===== src/rtl/bin_to_digits.sv =====
// bin_to_digits: splits a 6-bit binary value into tens and ones BCD digits
// by repeated subtraction of 10, then offers the two digits (tens first)
// on a valid/ready stream. The last completed result is also kept on
// Tens_Out/Ones_Out.
module bin_to_digits (
   input  logic       Clk,
   input  logic       Reset,
   input  logic       Start_In,
   input  logic [5:0] Bin_In,
   output logic       Busy_Out,
   output logic [3:0] Digit_Out,
   output logic       Digit_Valid_Out,
   input  logic       Digit_Ready_In,
   output logic       Digit_Last_Out,
   output logic [3:0] Tens_Out,
   output logic [3:0] Ones_Out
);

   typedef enum logic [1:0] {
      IDLE   = 2'd0,
      DIV    = 2'd1,
      EMIT_T = 2'd2,
      EMIT_O = 2'd3
   } state_t;

   localparam logic [5:0] TEN = 6'd10;

   state_t     state;
   logic [5:0] remainder;
   logic [3:0] tens_cnt;

   // Conversion FSM. Every output is a register updated together with the
   // state, so Digit_Valid_Out never depends combinationally on
   // Digit_Ready_In and the offered digit stays frozen during stalls.
   always_ff @(posedge Clk or posedge Reset) begin
      if (Reset) begin
         state           <= IDLE;
         remainder       <= '0;
         tens_cnt        <= '0;
         Busy_Out        <= 1'b0;
         Digit_Out       <= '0;
         Digit_Valid_Out <= 1'b0;
         Digit_Last_Out  <= 1'b0;
         Tens_Out        <= '0;
         Ones_Out        <= '0;
      end else begin
         case (state)
            IDLE: begin
               // Start is only looked at here, so a request that arrives
               // during a conversion or its final handshake is dropped.
               if (Start_In) begin
                  remainder <= Bin_In;
                  tens_cnt  <= '0;
                  Busy_Out  <= 1'b1;
                  state     <= DIV;
               end
            end
            DIV: begin
               if (remainder >= TEN) begin
                  remainder <= remainder - TEN;
                  tens_cnt  <= tens_cnt + 4'd1;
               end else begin
                  // Remainder below 10 is the ones digit; publish the
                  // result and put the tens digit on the stream.
                  Tens_Out        <= tens_cnt;
                  Ones_Out        <= remainder[3:0];
                  Digit_Out       <= tens_cnt;
                  Digit_Last_Out  <= 1'b0;
                  Digit_Valid_Out <= 1'b1;
                  state           <= EMIT_T;
               end
            end
            EMIT_T: begin
               if (Digit_Valid_Out && Digit_Ready_In) begin
                  Digit_Out      <= Ones_Out;
                  Digit_Last_Out <= 1'b1;
                  state          <= EMIT_O;
               end
            end
            EMIT_O: begin
               if (Digit_Valid_Out && Digit_Ready_In) begin
                  Digit_Out       <= '0;
                  Digit_Last_Out  <= 1'b0;
                  Digit_Valid_Out <= 1'b0;
                  Busy_Out        <= 1'b0;
                  state           <= IDLE;
               end
            end
            default: begin
               state           <= IDLE;
               Busy_Out        <= 1'b0;
               Digit_Out       <= '0;
               Digit_Valid_Out <= 1'b0;
               Digit_Last_Out  <= 1'b0;
            end
         endcase
      end
   end

endmodule


===== config.mk =====
export PLATFORM = sky130hd
export DESIGN_NAME = bin_to_digits
export DESIGN_NICKNAME = d
export VERILOG_FILES = /design/src/rtl/bin_to_digits.sv
export SDC_FILE = /design/constraint.sdc
export NUM_CORES = 1
export LEC_CHECK = 0
export CORE_UTILIZATION = 30
export DETAILED_ROUTE_END_ITERATION = 10
export DONT_BUFFER_PORTS = 1
export GPL_ROUTABILITY_DRIVEN = 0
export HOLD_SLACK_MARGIN = 0.1
export PLACE_DENSITY = 0.45
export SLEW_MARGIN = 20
export SYNTH_ARGS = -nofsm -noshare
export SYNTH_HDL_FRONTEND = slang
export SYNTH_SLANG_ARGS = --single-unit

===== constraint.sdc =====
create_clock -name Clk -period 2.5 [get_ports Clk]
set_clock_uncertainty 0.1 [all_clocks]
set_input_delay 0.25 -clock Clk [delete_from_list [all_inputs] [get_ports Clk]]
set_output_delay 0.25 -clock Clk [all_outputs]
set_load 0.01 [all_outputs]

Word-level counts from Yosys, hierarchy flattened

Index checks and enable logic that the tools add are counted.

Bits in registers: 27
Bits in latches: 0
RAM bits: 0
Memory bits (read-only): 0
Input bits: 10
Output and inout bits: 15
Logic and storage cells: 56
Memories kept: 0

Add/subtract/negate cells: 2
$mul: 0
Divide/modulo/power cells: 0
Magnitude comparators: 1
Eq/ne operators: 8
Shift operators: 0
Muxes and demuxes: 23
Bitwise gates (word level): 1
Reduce and logical (&&, ||, !) cells: 12

Operators with widths:

| cell                  | count |
|---|---|
| $mux W4               | 5 |
| $mux W6               | 2 |
| $pmux W4 S3           | 1 |
| $pmux W6 S2           | 1 |
| $ne A2 B2 Y1 const B  | 5 |
| $reduce_and A3 Y1     | 3 |
| $mux W2               | 4 |
| $pmux W2 S4           | 1 |
| $pmux W4 S2           | 1 |
| $reduce_and A4 Y1     | 2 |
| $ge A6 B4 Y1 const B  | 1 |
| $reduce_bool A2 Y1    | 3 |
| $sub A6 B4 Y6 const B | 1 |
| $mux W1               | 5 |
| $add A4 B1 Y4 const B | 1 |
| $eq A2 B2 Y1 const B  | 2 |
| $pmux W1 S2           | 2 |
| $pmux W1 S3           | 1 |
| $reduce_bool A3 Y1    | 1 |
| $eq A2 B1 Y1 const B  | 1 |
| $logic_not A2 Y1      | 1 |
| $reduce_and A2 Y1     | 1 |
| $logic_and A1 B1 Y1   | 1 |
| $not A1 Y1            | 1 |

Depth between registers and ports, before layout

Depth in word-level cells: 3
Depth in mapped cells: 8
Gate-level depth less buffers: 6

Worst setup path after synthesis

No wires, ideal clock.

Kind: register to register
Start point: register state[1]
End point: register Digit_Last_Out
Setup time: 0.125 ns
Data arrival time: 1.726 ns
Data required time: 2.275 ns
Setup slack: 0.548 ns
Cell stages (with the launch flop): 9
Buffers on the path: 2
Clock period less this slack: 1.952 ns
Cells stage by stage: dfrtp_1 inv_1 ha_1 clkbuf_1 inv_1 a21oi_2 or3_1 buf_6 mux2_4

Cells in the longest elaborated chain, start to end: 3
Elaborated cells on any way between the ends: 9
Classes of those cells: 6 x eq/ne; 1 x mux; 2 x reduce/logical

RTL lines:

| item                                                         | RTL line | RTL |
|---|---|---|
| start, declared                                              | 28       | `state_t state;` |
| start signal, assigned                                       | 37       | `state <= IDLE;` |
| start signal, assigned                                       | 55       | `state <= DIV;` |
| start signal, assigned                                       | 70       | `state <= EMIT_T;` |
| $eq A2 B2 Y1 or $eq A2 B1 Y1 (tied branches)                 | 47       | `case (state)` |
| $ne A2 B2 Y1 (no line) or $reduce_bool A3 Y1 (tied branches) | -        |  |
| $reduce_and A4 Y1 (no line)                                  | -        |  |
| end signal, assigned                                         | 43       | `Digit_Last_Out <= 1'b0;` |
| end signal, assigned                                         | 68       | `Digit_Last_Out <= 1'b0;` |
| end signal, assigned                                         | 76       | `Digit_Last_Out <= 1'b1;` |
| end, declared                                                | 14       | `output logic Digit_Last_Out,` |

Parallel ways exist; a longest one is shown, timed or not.
A chain may end at the register's enable or synchronous reset.

Final worst setup path

Start point: register state[1]
End point: register remainder[2]

Cells in the longest elaborated chain, start to end: 3
Elaborated cells on any way between the ends: 7
Classes of those cells: 3 x eq/ne; 1 x mux; 3 x reduce/logical

RTL lines:

| item                                                         | RTL line | RTL |
|---|---|---|
| $eq A2 B1 Y1 or $logic_not A2 Y1 (tied branches)             | 47       |  |
| $ne A2 B2 Y1 (no line) or $reduce_bool A2 Y1 (tied branches) | -        |  |
| $reduce_and A3 Y1 (no line)                                  | -        |  |
| end signal, assigned                                         | 52       | `remainder <= Bin_In;` |
| end signal, assigned                                         | 60       | `remainder <= remainder - TEN;` |
| end, declared                                                | 29       | `logic [5:0] remainder;` |

Parallel ways exist; a longest one is shown, timed or not.

==> impl_results.md <==
- Status: finished clean
- First-pass GRT wire length: 5850 um
- Initial Util: 31.3%
- Critical path class: reg2reg
- Static Leak: 0.722 nW
- Post-synthesis instance total: 152
- Final Cycle Share: 83.2%
- Net Switching: 0.945 mW
- Pint: 1.16 mW
- Die Width: 72.2 um
- Part of the power in the clock network: 12.3%
- FF/Latch Area: 676 um2
- Largest net degree at the start of global routing: 17
- Setup crit start: state[1]$_DFFE_PP0P_
- Routed length per placed instance: 15.7 um
- Critical path peak fanout: 12
- P per Cell Area: 1290 nW/um2
- CP max stage cell: dfrtp_1
- Die Height: 72.2 um
- Sw frac: 44.9%
- Max rail drop VDD: 0.301 mV
- Worst slew pin tran: 681 ps
- Post-CTS Setup Inserts: 0
- Total number of vias: 1133
- Filler Cell Count: 489
- Root buffer cell: clkbuf_8
- Initial antenna violation count: 0
- Drt pass-1 iters: 4
- P&R area growth vs syn: 10.6%
- Yosys reg bits: 27
- Num CTS Buffers: 3
- Maximum root-to-sink buffer count: 2
- Max Freq: 0.481 GHz
- RR Startpoint: state[1]$_DFFE_PP0P_
- Io pins: 25
- Worst setup EP type: register
- Routed WL: 3490 um
- Worst Hold Class: in2reg
- Minimum clock period: 2080 ps
- Multi-input gate area: 716 um2
- Inserted Diodes: 0
- Share of post-route cells with drive strength above 1: 10.3%
- Comb pwr share: 47.6%
- Hold Crit Start: Start_In
- Final setup vio count: 0
- FP Rows: 25
- Startpoint class of the critical path: register
- Finished Core Util: 34.6%
- Setup TNS Final: 0 ps
- Clk pin slew, worst setup/hold paths: 100 ps
- Syn Std Cell Area: 1480 um2
- Die ar.: 5210 um2
- Area leader, netlist: dfrtp_1
- Crit-path cells: inv_1, ha_1, nand2b_1, and3_1, a221oi_1
- Biggest cell delay along the critical path: 430 ps
- Placeable core area: 4720 um2
- CTS Sinks: 27
- Final hold viol count: 0
- TritonCTS clock tree: done
- DRC violations left: 0
- Slew Limit Fails: 0
- RSZ-0062 raised after global routing: false
- CTS H-tree lvls: 1
- Critical Path AT: 2150 ps
- Max-cap violations: 0
- WP data required: 2570 ps
- GRT overflow: 0
- Post-synth top area share: 45.7%
- Ys Warns: 0
- GRT Util Overall: 14.9%
- I/O Buffers: 0
- Max_slew headroom: 54.5%
- Synth unique cells: 37
- Post-Syn Nets: 169
- Vias in the first global route: 1135
- First-iteration detailed-routing DRC count: 67
- Top cells by area, synth: dfrtp_1 46%, ha_1 5.9%, a21oi_1 4.4%
- Clk_lat worst skew: 280 ps
- Routed Antenna Nets: 0
- Placed wire-length estimate: 2550 um
- Syn avg cell area: 9.73 um2
- Reg power frac: 40.1%
- Final nets: 173
- Post-synthesis sequential area ratio: 45.7%
- Via density: 5.10
[final timing paths]
path	cells after the start	slack [ps]	to
max in group asynchronous	3	1260	Ones_Out[2]$_DFFE_PP0P_
worst min register to register	2	450	Tens_Out[3]$_DFFE_PP0P_
worst max register to register	5	420	remainder[2]$_DFFE_PP0P_
min in group asynchronous	2	410	Tens_Out[3]$_DFFE_PP0P_
worst max-delay path	5	420	remainder[2]$_DFFE_PP0P_
worst min-delay path	2	110	Busy_Out$_DFFE_PP0P_
[cells by family after synthesis]
logic type      count (synthesis)  share of synthesized area, %
mux                            12                          8.88
simple gates                   40                          14.1
fa+ha+maj                       7                          5.92
buf+inv                        21                          5.92
compound gates                 45                          19.5
flops                          27                          45.7
[cell usage in the layout (no fill, tap or decap), drive strengths merged, types with 3 or more instances in the layout]
cell type,netlist,layout
nor3,4,4
inv,13,13
ha,7,7
dfrtp,27,27
nor3b,5,5
o21ai,14,14
a21oi,14,14
buf,3,3
mux2i,6,6
nor2,3,3
a31oi,6,6
nand3,4,4
dlygate4sd3,0,4
mux2,6,6
clkbuf,5,3
nand2,15,15
[sequential cells by signal, summed over array words and instances, names as in the netlist]
register         flops
Ones_Out             4
Digit_Out            4
tens_cnt             4
Digit_Last_Out       1
state                2
Tens_Out             4
Digit_Valid_Out      1
Busy_Out             1
remainder            6
[critical path: cells and delay by family, from the launching register on]
family	cells	cell delay, ps
flip-flops	1	430
adder cells (fa/ha/maj)	1	420
buffers and inverters	1	120
AO/OA/AOI/OAI	1	270
AND/OR/NAND/NOR	2	630
[repair_timing]
action | 4_1_cts | 5_1_grt
endpoints found under the hold margin | 18 | 0
hold buffers | 4 | 0
gates resized for setup | 0 | 0
endpoints found under the setup margin | 0 | 0
[power groups by stage]
stage	Combinational, mW	Clock, mW	Sequential, mW
after global routing	1.15	0.286	0.878
after floorplan	0.839	0	0.800
final	1.00	0.260	0.844
after global placement	0.988	0	0.854
after CTS	1.01	0.272	0.848
after detailed placement	1.00	0	0.857
[layout make-up]
cell class | instances | share of cell area [%]
clock buffers | 3 | 2.52
clock inverters | 1 | 0.459
multi-input cells | 104 | 43.8
repair buffers | 7 | 3.83
inverters | 13 | 2.98
well taps | 67 | 5.13
flip-flops and latches | 27 | 41.3
[layer usage]
| layer | routed length [um] | global-route usage (%) | vias to the layer above |
|---|---|---|---|
| met5 | 0 | 0 | - |
| met4 | 65 | 6.54 | 0 |
| met3 | 129 | 2.50 | 6 |
| met2 | 1610 | 24.1 | 24 |
| met1 | 1680 | 19.5 | 553 |
| li1 | - | - | 550 |
[through the flow]
step           hold slack (ps)  worst slack, ps  power, mW  instance area (um2)  instances
5_1_grt                    113              217       2.31                 1640        222
2_1_floorplan              203              548       1.64                 1480        152
4_1_cts                    101              406       2.13                 1640        222
6_report                   107              420       2.11                 1640        222
3_5_place_dp               184              442       1.86                 1550        214
3_3_place_gp               175              502       1.84                 1550        214
[cell usage after synthesis (all sizes together)]
| master | count |
|---|---|
| dfrtp | 27 |
| and3 | 1 |
| clkbuf | 5 |
| nand3 | 4 |
| mux2i | 6 |
| a31oi | 6 |
| mux2 | 6 |
| nand2b | 1 |
| nor3b | 5 |
| o221ai | 2 |
| nor2 | 3 |
| inv | 13 |
| nor3 | 4 |
| o32ai | 1 |
| or3 | 1 |
| buf | 3 |
| nor2b | 2 |
| nand4b | 1 |
| a211oi | 1 |
| o21a | 1 |
| o211ai | 2 |
| o21ai | 14 |
| nand2 | 15 |
| a41o | 1 |
| o22a | 1 |
| and2 | 1 |
| ha | 7 |
| a221oi | 1 |
| a2111o | 1 |
| nand3b | 2 |
| a21oi | 14 |
Power figures use the tool's default switching activity.
